### src/rtl/npu_loop_seq_if.sv
// Handshake/bus bundle between the ctrl-param block, the loop sequencer and the NPU datapath.
interface npu_loop_seq_if #(
    parameter int unsigned W      = 64,
    parameter int unsigned K      = 3,
    parameter int unsigned CLOG2T = 8,
    parameter int unsigned CLOG2B = 8,
    parameter int unsigned CLOG2C = 8
);
    localparam int unsigned CLOG2W = $clog2(W);
    localparam int unsigned CLOG2K = $clog2(K);

    logic              start;
    logic [CLOG2W-1:0] arv_npu;
    logic [CLOG2K-1:0] arv_ksize;
    logic [CLOG2W-1:0] arv_ckgate;
    logic [CLOG2T-1:0] arv_tile;
    logic [CLOG2B-1:0] arv_ifmaps;
    logic [CLOG2C-1:0] arv_ofmaps;
    logic              ready;
    logic              valid;
    logic [CLOG2K-1:0] cnt_k;
    logic [CLOG2W-1:0] cnt_npu;
    logic [CLOG2T-1:0] cnt_tile;
    logic [CLOG2B-1:0] cnt_ifm;
    logic [CLOG2C-1:0] cnt_ofm;
    logic              first_ifm;
    logic              last_ifm;
    logic [W-1:0]      ck_en;
    logic              busy;
    logic              done;
    logic [31:0]       stall_cnt;

    modport master (
        output start, arv_npu, arv_ksize, arv_ckgate, arv_tile, arv_ifmaps, arv_ofmaps, ready,
        input  valid, cnt_k, cnt_npu, cnt_tile, cnt_ifm, cnt_ofm, first_ifm, last_ifm,
               ck_en, busy, done, stall_cnt
    );

    modport slave (
        input  start, arv_npu, arv_ksize, arv_ckgate, arv_tile, arv_ifmaps, arv_ofmaps, ready,
        output valid, cnt_k, cnt_npu, cnt_tile, cnt_ifm, cnt_ofm, first_ifm, last_ifm,
               ck_en, busy, done, stall_cnt
    );
endinterface

### src/rtl/npu_loop_seq.sv
// Conv loop-nest sequencer: walks k/npu/tile/ifm/ofm one step per valid/ready handshake.
// Optional stall counter enabled by defining NPU_SEQ_PERF_EN.
module npu_loop_seq #(
    parameter int unsigned W      = 64,
    parameter int unsigned K      = 3,
    parameter int unsigned CLOG2T = 8,
    parameter int unsigned CLOG2B = 8,
    parameter int unsigned CLOG2C = 8
) (
    input logic         clk,
    input logic         rst,
    npu_loop_seq_if.slave bus
);
    localparam int unsigned CLOG2W = $clog2(W);
    localparam int unsigned CLOG2K = $clog2(K);

    typedef enum logic [1:0] {S_IDLE, S_LOAD, S_RUN, S_DONE} state_e;

    state_e            state_q;
    logic [CLOG2K-1:0] k_q, k_d, sk_q;
    logic [CLOG2W-1:0] npu_q, npu_d, snpu_q;
    logic [CLOG2T-1:0] tile_q, tile_d, stile_q;
    logic [CLOG2B-1:0] ifm_q, ifm_d, sifm_q;
    logic [CLOG2C-1:0] ofm_q, ofm_d, sofm_q;
    logic              valid_q, busy_q, done_q, first_q, last_q;
    logic [W-1:0]      ck_en_q, ck_en_d;
    logic              step_c, all_last_c, first_d, last_d;

    // Column enable decode from the live ckgate input; captured on start and again in LOAD.
    always_comb begin
        ck_en_d = '0;
        for (int unsigned i = 0; i < W; i++) begin
            ck_en_d[i] = (i <= 32'(bus.arv_ckgate));
        end
    end

    // Next indices: innermost k wraps at its latched limit and carries outward.
    always_comb begin
        step_c     = valid_q && bus.ready;
        k_d        = k_q;
        npu_d      = npu_q;
        tile_d     = tile_q;
        ifm_d      = ifm_q;
        ofm_d      = ofm_q;
        all_last_c = (k_q == sk_q) && (npu_q == snpu_q) && (tile_q == stile_q) &&
                     (ifm_q == sifm_q) && (ofm_q == sofm_q);
        if (step_c) begin
            if (k_q != sk_q) begin
                k_d = CLOG2K'(k_q + 1'b1);
            end else begin
                k_d = '0;
                if (npu_q != snpu_q) begin
                    npu_d = CLOG2W'(npu_q + 1'b1);
                end else begin
                    npu_d = '0;
                    if (tile_q != stile_q) begin
                        tile_d = CLOG2T'(tile_q + 1'b1);
                    end else begin
                        tile_d = '0;
                        if (ifm_q != sifm_q) begin
                            ifm_d = CLOG2B'(ifm_q + 1'b1);
                        end else begin
                            ifm_d = '0;
                            ofm_d = (ofm_q != sofm_q) ? CLOG2C'(ofm_q + 1'b1) : '0;
                        end
                    end
                end
            end
        end
        first_d = (ifm_d == '0) && (k_d == '0);
        last_d  = (ifm_d == sifm_q) && (k_d == sk_q);
    end

    always_ff @(posedge clk or posedge rst) begin
        if (rst) begin
            state_q <= S_IDLE;
            k_q     <= '0;
            npu_q   <= '0;
            tile_q  <= '0;
            ifm_q   <= '0;
            ofm_q   <= '0;
            sk_q    <= '0;
            snpu_q  <= '0;
            stile_q <= '0;
            sifm_q  <= '0;
            sofm_q  <= '0;
            valid_q <= 1'b0;
            busy_q  <= 1'b0;
            done_q  <= 1'b0;
            first_q <= 1'b0;
            last_q  <= 1'b0;
            ck_en_q <= '0;
        end else begin
            case (state_q)
                S_IDLE: begin
                    if (bus.start) begin
                        state_q <= S_LOAD;
                        busy_q  <= 1'b1;
                        ck_en_q <= ck_en_d;
                    end
                end
                S_LOAD: begin
                    sk_q    <= bus.arv_ksize;
                    snpu_q  <= bus.arv_npu;
                    stile_q <= bus.arv_tile;
                    sifm_q  <= bus.arv_ifmaps;
                    sofm_q  <= bus.arv_ofmaps;
                    k_q     <= '0;
                    npu_q   <= '0;
                    tile_q  <= '0;
                    ifm_q   <= '0;
                    ofm_q   <= '0;
                    first_q <= 1'b1;
                    last_q  <= (bus.arv_ifmaps == '0) && (bus.arv_ksize == '0);
                    valid_q <= 1'b1;
                    ck_en_q <= ck_en_d;
                    state_q <= S_RUN;
                end
                S_RUN: begin
                    if (step_c) begin
                        k_q    <= k_d;
                        npu_q  <= npu_d;
                        tile_q <= tile_d;
                        ifm_q  <= ifm_d;
                        ofm_q  <= ofm_d;
                        if (all_last_c) begin
                            state_q <= S_DONE;
                            valid_q <= 1'b0;
                            done_q  <= 1'b1;
                            first_q <= 1'b0;
                            last_q  <= 1'b0;
                        end else begin
                            first_q <= first_d;
                            last_q  <= last_d;
                        end
                    end
                end
                S_DONE: begin
                    done_q  <= 1'b0;
                    busy_q  <= 1'b0;
                    ck_en_q <= '0;
                    state_q <= S_IDLE;
                end
                default: state_q <= S_IDLE;
            endcase
        end
    end

`ifdef NPU_SEQ_PERF_EN
    logic [31:0] stall_q;

    // Saturating count of RUN cycles where the datapath withheld ready.
    always_ff @(posedge clk or posedge rst) begin
        if (rst) begin
            stall_q <= '0;
        end else if (state_q == S_LOAD) begin
            stall_q <= '0;
        end else if (valid_q && !bus.ready && (stall_q != '1)) begin
            stall_q <= stall_q + 32'd1;
        end
    end

    assign bus.stall_cnt = stall_q;
`else
    assign bus.stall_cnt = 32'd0;
`endif

    assign bus.valid     = valid_q;
    assign bus.cnt_k     = k_q;
    assign bus.cnt_npu   = npu_q;
    assign bus.cnt_tile  = tile_q;
    assign bus.cnt_ifm   = ifm_q;
    assign bus.cnt_ofm   = ofm_q;
    assign bus.first_ifm = first_q;
    assign bus.last_ifm  = last_q;
    assign bus.ck_en     = ck_en_q;
    assign bus.busy      = busy_q;
    assign bus.done      = done_q;
endmodule

### src/flat_wrapper.sv
// flat-port wrapper written by rule: the top's interface ports become plain ports
module npu_loop_seq_flat 
#(
    parameter int unsigned W      = 64,
    parameter int unsigned K      = 3,
    parameter int unsigned CLOG2T = 8,
    parameter int unsigned CLOG2B = 8,
    parameter int unsigned CLOG2C = 8
)
  (clk, rst, bus_start, bus_arv_npu, bus_arv_ksize, bus_arv_ckgate, bus_arv_tile, bus_arv_ifmaps, bus_arv_ofmaps, bus_ready, bus_valid, bus_cnt_k, bus_cnt_npu, bus_cnt_tile, bus_cnt_ifm, bus_cnt_ofm, bus_first_ifm, bus_last_ifm, bus_ck_en, bus_busy, bus_done, bus_stall_cnt);
  npu_loop_seq_if #(.W(W), .K(K), .CLOG2T(CLOG2T), .CLOG2B(CLOG2B), .CLOG2C(CLOG2C)) bus_i ();
  input logic clk;
  input logic rst;
  input wire logic [$bits(bus_i.start)-1:0] bus_start;
  input wire logic [$bits(bus_i.arv_npu)-1:0] bus_arv_npu;
  input wire logic [$bits(bus_i.arv_ksize)-1:0] bus_arv_ksize;
  input wire logic [$bits(bus_i.arv_ckgate)-1:0] bus_arv_ckgate;
  input wire logic [$bits(bus_i.arv_tile)-1:0] bus_arv_tile;
  input wire logic [$bits(bus_i.arv_ifmaps)-1:0] bus_arv_ifmaps;
  input wire logic [$bits(bus_i.arv_ofmaps)-1:0] bus_arv_ofmaps;
  input wire logic [$bits(bus_i.ready)-1:0] bus_ready;
  output wire logic [$bits(bus_i.valid)-1:0] bus_valid;
  output wire logic [$bits(bus_i.cnt_k)-1:0] bus_cnt_k;
  output wire logic [$bits(bus_i.cnt_npu)-1:0] bus_cnt_npu;
  output wire logic [$bits(bus_i.cnt_tile)-1:0] bus_cnt_tile;
  output wire logic [$bits(bus_i.cnt_ifm)-1:0] bus_cnt_ifm;
  output wire logic [$bits(bus_i.cnt_ofm)-1:0] bus_cnt_ofm;
  output wire logic [$bits(bus_i.first_ifm)-1:0] bus_first_ifm;
  output wire logic [$bits(bus_i.last_ifm)-1:0] bus_last_ifm;
  output wire logic [$bits(bus_i.ck_en)-1:0] bus_ck_en;
  output wire logic [$bits(bus_i.busy)-1:0] bus_busy;
  output wire logic [$bits(bus_i.done)-1:0] bus_done;
  output wire logic [$bits(bus_i.stall_cnt)-1:0] bus_stall_cnt;
  assign bus_i.start = bus_start;
  assign bus_i.arv_npu = bus_arv_npu;
  assign bus_i.arv_ksize = bus_arv_ksize;
  assign bus_i.arv_ckgate = bus_arv_ckgate;
  assign bus_i.arv_tile = bus_arv_tile;
  assign bus_i.arv_ifmaps = bus_arv_ifmaps;
  assign bus_i.arv_ofmaps = bus_arv_ofmaps;
  assign bus_i.ready = bus_ready;
  assign bus_valid = bus_i.valid;
  assign bus_cnt_k = bus_i.cnt_k;
  assign bus_cnt_npu = bus_i.cnt_npu;
  assign bus_cnt_tile = bus_i.cnt_tile;
  assign bus_cnt_ifm = bus_i.cnt_ifm;
  assign bus_cnt_ofm = bus_i.cnt_ofm;
  assign bus_first_ifm = bus_i.first_ifm;
  assign bus_last_ifm = bus_i.last_ifm;
  assign bus_ck_en = bus_i.ck_en;
  assign bus_busy = bus_i.busy;
  assign bus_done = bus_i.done;
  assign bus_stall_cnt = bus_i.stall_cnt;
  npu_loop_seq #(.W(W), .K(K), .CLOG2T(CLOG2T), .CLOG2B(CLOG2B), .CLOG2C(CLOG2C)) u_core (.clk(clk), .rst(rst), .bus(bus_i));
endmodule
### config.mk
export PLATFORM = sky130hd
export DESIGN_NAME = npu_loop_seq_flat
export DESIGN_NICKNAME = d
export VERILOG_FILES = /design/src/rtl/npu_loop_seq_if.sv /design/src/rtl/npu_loop_seq.sv /design/src/flat_wrapper.sv
export SDC_FILE = /design/constraint.sdc
export NUM_CORES = 1
export LEC_CHECK = 0
export BUFFER_PORTS_ARGS = -buffer_cell sky130_fd_sc_hd__buf_2
export CAP_MARGIN = 5
export CELL_PAD_IN_SITES_DETAIL_PLACEMENT = 2
export CELL_PAD_IN_SITES_GLOBAL_PLACEMENT = 2
export CORE_ASPECT_RATIO = 0.75
export CORE_MARGIN = 2
export CORE_UTILIZATION = 33
export DETAILED_ROUTE_END_ITERATION = 6
export PLACE_DENSITY = 0.81
export SLEW_MARGIN = 10
export SYNTH_ARGS = -nofsm -noshare
export SYNTH_HDL_FRONTEND = slang
export SYNTH_SLANG_ARGS = --single-unit
### constraint.sdc
create_clock -name clk -period 5.8 [get_ports clk]
set_input_delay 1.16 -clock clk [delete_from_list [all_inputs] [get_ports clk]]
set_output_delay 1.16 -clock clk [all_outputs]
set_load 0.02 [all_outputs]
Word level (Yosys, flattened, before mapping)
Cells that the tools add are included.
- flip-flop bits (word level): 135
- bits of input ports: 42
- output and inout bits: 133
- word-level logic and storage cells: 180
- add/subtract/negate cells: 5
- order comparisons: 63
- equal/unequal tests: 22
- multiplexer cells: 47
- reductions and logical operators: 26
- operators with widths (kind ; count):
    less-or-equal comparator 6 bit, first input constant ; 32
    one-hot mux 64 bit (3 select lines) ; 1
    two-way mux 8 bit ; 16
    less-or-equal comparator 5 x 6 -> 1 bit, first input constant ; 16
    two-way mux 64 bit ; 1
    less-or-equal comparator 4 x 6 -> 1 bit, first input constant ; 8
    one-hot mux 8 bit (2 select lines) ; 3
    equality test 8 bit ; 4
    adder 8 x 1 -> 8 bit, second input constant ; 3
    less-or-equal comparator 3 x 6 -> 1 bit, first input constant ; 4
    != test 8 bit ; 3
    two-way mux 6 bit ; 3
    logical NOT 8 bit ; 2
    less-or-equal comparator 2 x 6 -> 1 bit, first input constant ; 2
    two-way mux 2 bit ; 6
    one-hot mux 6 bit (2 select lines) ; 1
    AND reduction 3 bit ; 4
    != test 2 bit, second input constant ; 5
    one-hot mux 1 bit (2 select lines) ; 5
    two-way mux 1 bit ; 9
    logical AND 1 bit ; 8
    one-hot mux 2 bit (4 select lines) ; 1
    adder 6 x 1 -> 6 bit, second input constant ; 1
    equality test 6 bit ; 1
    other kinds (15) ; 24

Depth between registers and ports, before layout
Gate-level depths: netlist of run 1.
- word-level depth: 11
- depth in mapped cells: 10

Least setup slack after synthesis of run 1
No wires, ideal clock.
- path kind: input-to-reg
- from: input bus_start
- to: register u_core.ck_en_q[23], in the netlist u_core.bus.ck_en[23]
- arrival time: 2458 ps
- setup slack: 3215 ps
- cell stages on the path: 7
- buffers on the path: 0
- cells stage by stage: nand2b_1 > nand2b_1 > nor2_1 > and3_1 > and3_1 > mux2_2 > a221o_1
- cells in the longest elaborated chain, start to end: 2
- ends and longest elaborated chain (what ; line ; source):
    start, declared ; flat_wrapper.sv:14 ; input wire logic [$bits(bus_i.start)-1:0] bus_start;
    != test 2 bit (no source line) ; n/a ;
    AND reduction 2 bit (no source line) ; n/a ;
    end signal, assigned ; npu_loop_seq.sv:99 ; ck_en_q <= ck_en_d;
    end signal, assigned ; npu_loop_seq.sv:116 ; ck_en_q <= ck_en_d;
    end, declared ; npu_loop_seq.sv:26 ; logic [W-1:0] ck_en_q, ck_en_d;
Every way passes these cells.
A chain may end at the register's enable or synchronous reset.

Worst setup path in the final report of run 1
Ends and elaborated chain as after synthesis.

==> results.yml, run 1 <==
synthesis:
  seq_area_frac_synth: 0.470
  syn_inst: 756
  synth_area_per_cell_um2: 9.51
  synth.cell_area_um2: 7190
  yosys_warnings: 0
  async_reset_ff_frac: 1.00
  synth_edf_count: 0
  yosysUniqueCellTypes: 67
  ys_seq_elements: 135
  synth_top_flop_cell: "dfrtp_1"
power:
  pwr-share-comb: 0.404
  p_switching_uw: 1950
  clockPowerShare: 0.251
  intPower_uw: 2590
  p_leak_uw: 0.00414
  p_seq_frac: 0.345
  vdd_ir_drop_max_mv: 0.259
  swShare: 0.430
  p_per_area_nw_per_um2: 529
sta:
  finClkSkew_ns: 0.0113
  max_slew_margin: 0.334
  drv_slew: 0
  setup_viol: 0
  period_needed_ns: 2.95
  worst_slew_pin_slew_ns: 0.995
  rsz0062_at_grt: "false"
  finalSetupTns_ns: 0
  finalCritPeriodShare: 0.509
  fmax_mhz: 339
  hold_violations: 0
clock_network:
  clockRootBuffer: "clkbuf_16"
  post_cts_buffers: 0
  cts_sinks: 135
  clock_latency_ns: 0.42
  post_cts_resized: 0
  cts_buffer_depth: 2
  htree_levels: 4
  cts_tree: "yes"
  clk_pin_slew_ns: 0.07
  cts-hold-fix-buffers: 0
  cts_buffers: 17
status:
  run_status: "finished clean"
drt:
  drt_first_pass_iters: 5
  antenna_left: 0
  drc: 0
  routed_wl_um: 23900
  vias: 6270
  wl_per_cell_um: 20.3
  vias_per_cell: 5.34
  detail_route.iter0.violations: 462
setup_path:
  arrival_ns: 3.26
  crit_fanout: 27
  startpoint_type: "primary input"
  endpoint_kind: "flip-flop"
  path_class: "in2reg"
  required_ns: 6.11
die:
  die_h_um: 132
  rows: 46
  initial_utilization: 0.338
  io_pins: 175
  dieWidth_um: 174
  die_area_um2: 23000
  core_um2: 21200
finish:
  syn_to_final_growth_pct: 19.2
  drive_above_1_share: 0.260
  final_area_um2: 8570
  final_cell_mix: "142 x buf_2, 135 x dfrtp_1, 114 x nand2_1"
  layout_commonest_cell: "buf_2"
  nets: 923
placed_design:
  hpwl_um: 17000
  portBuffers: 142
  gp_congestion: 0.822
  placedInstanceArea_um2: 7960
run:
  max_cap_violations: 0
grt:
  first_global_vias: 6468
  grt_usage: 0.210
  grt_pass1_wl_um: 38100
  overflow: 0
  grt_max_degree: 92
  antenna_found_initial: 1
hold_path:
  holdCritPathClass: "reg2reg"
==> per-stage QoR <==
| stage | util | hold WS [ns] | total power, uW | cells | setup WS [ns] |
|---|---|---|---|---|---|
| after detailed placement | 0.375 | 0.465 | 3410 | 1141 | 2.46 |
| after floorplan | - | 0.501 | 2780 | 787 | 1.03 |
| after CTS | 0.403 | 0.478 | 4590 | 1173 | 2.85 |
| after global routing | 0.403 | 0.498 | 4820 | 1174 | 2.65 |
| final | 0.403 | 0.477 | 4540 | 1174 | 2.85 |
| after global placement | 0.375 | 0.456 | 3330 | 1141 | 2.53 |
==> Yosys cell counts (all sizes together), types with 3 or more instances <==
master / n / area (um^2)
nand2b: 8 / 50.1
nor4: 10 / 81.3
inv: 8 / 30.0
a22o: 7 / 61.3
o31ai: 17 / 128
nand2: 114 / 428
nor3: 9 / 45.0
a31oi: 4 / 25.0
mux2i: 3 / 30.0
and3: 19 / 119
nand4: 6 / 43.8
xor2: 31 / 279
a32o: 3 / 30.0
nor2: 50 / 214
a21o: 10 / 75.1
a21oi: 32 / 160
or2: 7 / 43.8
a22oi: 5 / 37.5
a211oi: 6 / 45.0
nor3b: 4 / 30.0
mux2: 34 / 383
or3: 3 / 18.8
clkbuf: 31 / 116
a221o: 8 / 80.1
nand3: 24 / 120
ha: 9 / 113
and2: 4 / 25.0
dfrtp: 135 / 3380
o21ai: 72 / 360
buf: 49 / 340
==> registers in the layout, indices dropped and copies added, names as in the netlist <==
register / count
u_core.bus.valid: 1
u_core.sofm_q: 8
u_core.bus.cnt_tile: 8
u_core.bus.last_ifm: 1
u_core.snpu_q: 6
u_core.sk_q: 2
u_core.sifm_q: 8
u_core.bus.cnt_ofm: 8
u_core.bus.first_ifm: 1
u_core.bus.done: 1
u_core.bus.cnt_npu: 6
u_core.bus.busy: 1
u_core.bus.cnt_ifm: 8
u_core.stile_q: 8
u_core.bus.cnt_k: 2
u_core.bus.ck_en: 64
u_core.state_q: 2
==> cells by family after synthesis <==
kind of cell,after synthesis,synth area share
and+or+nand+nor,269,0.183
AOI/OAI and AO/OA,185,0.166
DFF,135,0.470
buffers and inverters,88,0.0677
muxes,37,0.0574
xor gates and xnor gates,32,0.0400
adders and majority gates,9,0.0157
other,1,0.000522
==> cell type report <==
type                            count  area, um^2
Multi-Input combinational cell    564        3440
Antenna cell                        1        2.50
Sequential cell                   135        3380
Clock inverter                     15         181
Fill cell                        2381       12700
Tap cell                          288         360
Clock buffer                       17         425
Inverter                            8        35.0
Timing Repair Buffer              146         741
==> power groups by stage <==
| stage | clock network (uW) | registers (uW) | logic (uW) |
|---|---|---|---|
| floorplan | 0 | 1750 | 1030 |
| global placement | 0 | 1570 | 1760 |
| detailed placement | 0 | 1580 | 1830 |
| CTS | 1170 | 1570 | 1850 |
| global route | 1200 | 1610 | 2010 |
| finish | 1140 | 1560 | 1830 |
==> routing by layer <==
layer / wire, um / vias up / global-route usage / share of wire
li1: - / 2854 / - / -
met1: 11800 / 3214 / 0.317 / 0.50
met2: 10700 / 183 / 0.311 / 0.45
met3: 1010 / 19 / 0.0355 / 0.042
met4: 286 / 0 / 0.0518 / 0.012
met5: 0 / - / 0 / 0
==> worst paths after layout <==
kind	start	end	slack (ns)	depth (start not counted)
min reg2reg	u_core.bus.ck_en[40]$_DFFE_PP0P_	u_core.bus.ck_en[40]$_DFFE_PP0P_	0.48	2
max in group asynchronous	rst	u_core.bus.cnt_tile[7]$_DFFE_PP0P_	3.71	3
max	bus_start	u_core.bus.ck_en[23]$_DFFE_PP0P_	2.85	8
min	u_core.bus.ck_en[40]$_DFFE_PP0P_	u_core.bus.ck_en[40]$_DFFE_PP0P_	0.48	2
max reg2reg	u_core.state_q[1]$_DFFE_PP0P_	u_core.bus.cnt_ofm[5]$_DFFE_PP0P_	2.87	7
min in group asynchronous	rst	u_core.bus.cnt_ifm[6]$_DFFE_PP0P_	0.90	2
==> critical path, stage by stage <==
cell      delay [ns]
buf_2           0.11
nand2b_1        0.19
nand2b_2        0.43
nor2_1          0.23
and3_1          0.32
and3_1          0.24
mux2_2          0.27
a221o_1         0.30
(Power assumes the default switching activity.)
==> run 2: changes to the inputs <==
--- a/config.mk
+++ b/config.mk
@@ -5,15 +5,16 @@
 export SDC_FILE = /design/constraint.sdc
 export NUM_CORES = 1
 export LEC_CHECK = 0
+export ABC_AREA = 1
 export BUFFER_PORTS_ARGS = -buffer_cell sky130_fd_sc_hd__buf_2
 export CAP_MARGIN = 5
 export CELL_PAD_IN_SITES_DETAIL_PLACEMENT = 2
 export CELL_PAD_IN_SITES_GLOBAL_PLACEMENT = 2
 export CORE_ASPECT_RATIO = 0.75
 export CORE_MARGIN = 2
-export CORE_UTILIZATION = 33
+export CORE_UTILIZATION = 28
 export DETAILED_ROUTE_END_ITERATION = 6
-export PLACE_DENSITY = 0.81
+export PLACE_DENSITY = 0.78
 export SLEW_MARGIN = 10
 export SYNTH_ARGS = -nofsm -noshare
 export SYNTH_HDL_FRONTEND = slang
==> constraint.sdc (replaced) <==
create_clock -name clk -period 2.5 [get_ports clk]
set_input_delay 0.5 -clock clk [delete_from_list [all_inputs] [get_ports clk]]
set_output_delay 0.5 -clock clk [all_outputs]
set_load 0.02 [all_outputs]
==> run 2 against run 1 <==
Combinational power rose to 2.9 times the previous value. Clock-buffer cell count rose by 3. Non-clock buffer count increased by 8. Total power rose to 2.6 times the previous value. Clock skew barely moved. Synthesized area rose by 2.1%. Routed wire length up 13%. Global-route usage shrank 0.52 points.
==> results.yml, run 2 <==
synthesis:
  ys_top_cells_by_area: "dfrtp_1 46%, nand2_1 15%, o21ai_0 4.9%, inv_1 4.9%, nor2_1 3.6%"
  syn_inst: 955
  synth_top_area_share: 0.460
  yosysMostFrequentCell: "nand2_1"
  ys_seq_elements: 135
  synth_largest_area_cell: "dfrtp_1"
  synth_edf_count: 0
  yosysUniqueCellTypes: 42
  synth.cell_area_um2: 7340
  yosys_warnings: 0
  synth_top_flop_cell: "dfrtp_1"
  netlist_top_cells_count: "299 x nand2_1, 135 x dfrtp_1, 96 x inv_1, 72 x o21ai_0, 71 x nor2_1"
  synth_area_per_cell_um2: 7.68
  async_reset_ff_frac: 1.00
  seq_area_frac_synth: 0.460
clock_network:
  clock_latency_ns: 0.44
  cts-hold-fix-buffers: 0
  cts_buffer_depth: 2
  post_cts_resized: 0
  post_cts_buffers: 0
  cts_tree: "yes"
  cts_buffers: 17
  clk_pin_slew_ns: 0.06
  clockRootBuffer: "clkbuf_16"
  cts_sinks: 135
  htree_levels: 4
setup_path:
  reg2reg_to: "u_core.bus.last_ifm$_DFFE_PP0P_"
  rrSetupSlack_ns: 0.25
  startpoint_type: "flip-flop"
  rr_startpoint: "u_core.bus.cnt_k[0]$_DFFE_PP0P_"
  worstSetupStartpoint: "u_core.bus.cnt_k[0]$_DFFE_PP0P_"
  critPathCapture: "u_core.bus.last_ifm$_DFFE_PP0P_"
  path_depth: 15
  path_class: "reg2reg"
  cpPeakStageDelay_ns: 0.48
  required_ns: 2.80
  crit_top_cell: "nand2_1"
  worst-path-buf-inv: 2
  crit_slowest_cell: "dfrtp_1"
  r2r_cells: 15
  crit_fanout: 9
  endpoint_kind: "flip-flop"
  arrival_ns: 2.56
  critPathTopFamily: "simple AND/OR/NAND/NOR gates"
  crit_chain: "inv_2 > nand2_1 > nand2_1 > nor2_2 > nand2_2 > inv_4 > nand3_4 > nor2_1 > nand2_1 > nand2_1 > nand2_1 > nand3_1 > nor2_1 > nand2_1 > a21oi_2"
sta:
  period_needed_ns: 2.25
  setup_viol: 0
  hold_violations: 0
  rsz0062_at_grt: "false"
  drv_slew: 0
  worst_slew_pin_slew_ns: 0.967
  max_slew_margin: 0.353
  fmax_mhz: 444
  finClkSkew_ns: 0.0110
  finalCritPeriodShare: 0.901
  finalSetupTns_ns: 0
hold_path:
  holdCritPathClass: "in2async"
finish:
  final_cell_mix: "299 x nand2_1, 142 x buf_2, 134 x dfrtp_1"
  drive_above_1_share: 0.225
  largest_reg_flops: 64
  multi_input_area_um2: 3320
  nets: 1156
  final_area_um2: 9050
  syn_to_final_growth_pct: 23.4
  fill_cells: 3063
  layout_commonest_cell: "nand2_1"
  regArea_um2: 3380
grt:
  grt_max_degree: 93
  first_global_vias: 7405
  overflow: 0
  grt_pass1_wl_um: 43000
  grt_usage: 0.205
  antenna_found_initial: 1
placed_design:
  portBuffers: 142
  hpwl_um: 20600
  gp_congestion: 0.856
  placedInstanceArea_um2: 8380
power:
  p_leak_uw: 0.00460
  intPower_uw: 6500
  p_per_area_nw_per_um2: 1320
  vdd_ir_drop_max_mv: 0.536
  swShare: 0.456
  pwr-share-comb: 0.450
  p_switching_uw: 5440
  p_seq_frac: 0.308
  clockPowerShare: 0.242
drt:
  vias_per_cell: 4.75
  antenna_left: 0
  vias: 6945
  drc: 0
  detail_route.iter0.violations: 368
  routed_wl_um: 26900
  wl_per_cell_um: 18.4
  drt_first_pass_iters: 5
die:
  io_pins: 175
  initial_utilization: 0.284
  die_h_um: 144
  dieWidth_um: 191
  die_area_um2: 27500
  core_um2: 25800
  rows: 51
run:
  max_cap_violations: 0
status:
  run_status: "finished clean"
## run 2: changes by cell type after synthesis, moves of 12 or more
cell,change
nor2_1,+24
nand3_1,+23
and3_1,-19
inv_1,+88
xor2_1,-19
nand2_1,+185
inv_2,+14
o31ai_1,-12
nand2_2,+19
mux2_2,-26
## run 2: stage by stage
stage / setup slack, ns / hold slack (ns) / instances / power, uW / util
final: 0.247 / 0.219 / 1463 / 11900 / 0.350
after detailed placement: 0.178 / 0.469 / 1430 / 9140 / 0.324
after global placement: 0.256 / 0.463 / 1430 / 8920 / 0.324
after global routing: 0.0110 / 0.243 / 1462 / 12900 / 0.350
after CTS: 0.270 / 0.251 / 1462 / 12100 / 0.350
after floorplan: 0.321 / 0.501 / 986 / 7170 / -
## run 2: logic make-up after synthesis
family / share of synthesized area
flip-flops: 0.460
AND/OR/NAND/NOR: 0.282
buffers and inverters: 0.103
XOR/XNOR: 0.0167
multiplexers: 0.0123
adder cells (fa/ha/maj): 0.0153
AO/OA/AOI/OAI: 0.110
other: 0.000511
## run 2: power groups by stage
stage	combinational (uW)	sequential, uW	clock, uW
after floorplan	2940	4220	0
after global placement	5250	3670	0
after detailed placement	5430	3720	0
after CTS	5470	3700	2960
after global routing	6070	3810	3060
final	5380	3680	2890
## run 2: how the worst min path moves through the flow
stage	from	to	slack (ns)	cells past startpoint
floorplan	u_core.sofm_q[1]$_DFFE_PP0P_	u_core.sofm_q[1]$_DFFE_PP0P_	0.50	1
global placement	u_core.bus.ck_en[56]$_DFFE_PP0P_	u_core.bus.ck_en[56]$_DFFE_PP0P_	0.46	2
detailed placement	u_core.bus.ck_en[58]$_DFFE_PP0P_	u_core.bus.ck_en[58]$_DFFE_PP0P_	0.47	2
CTS	rst	u_core.bus.ck_en[52]$_DFFE_PP0P_	0.25	3
global route	rst	u_core.bus.ck_en[41]$_DFFE_PP0P_	0.24	3
finish	rst	u_core.bus.ck_en[34]$_DFFE_PP0P_	0.22	3
## run 2: area by class of cell
class	count	area share
inverters	114	0.0485
clock inverters	12	0.0217
repair buffers	154	0.0898
clock buffers	20	0.0516
multi-input cells	683	0.367
flip-flops and latches	135	0.373
diodes	1	0.000276
well taps	344	0.0475
## run 2: layer usage
metal / global-route usage / part of all wire
met2: 0.295 / 0.42
met4: 0.0477 / 0.010
met3: 0.0446 / 0.051
met5: 0 / 0
met1: 0.308 / 0.52
## run 2: worst reg2reg max path, stage by stage (launching register included)
cell and delay, ns:
dfrtp_1 0.48, inv_2 0.10, nand2_1 0.09, nand2_1 0.08, nor2_2 0.20, nand2_2 0.13, inv_4 0.14, nand3_4 0.15
nor2_1 0.19, nand2_1 0.10, nand2_1 0.12, nand2_1 0.08, nand3_1 0.09, nor2_1 0.05, nand2_1 0.07, a21oi_2 0.05
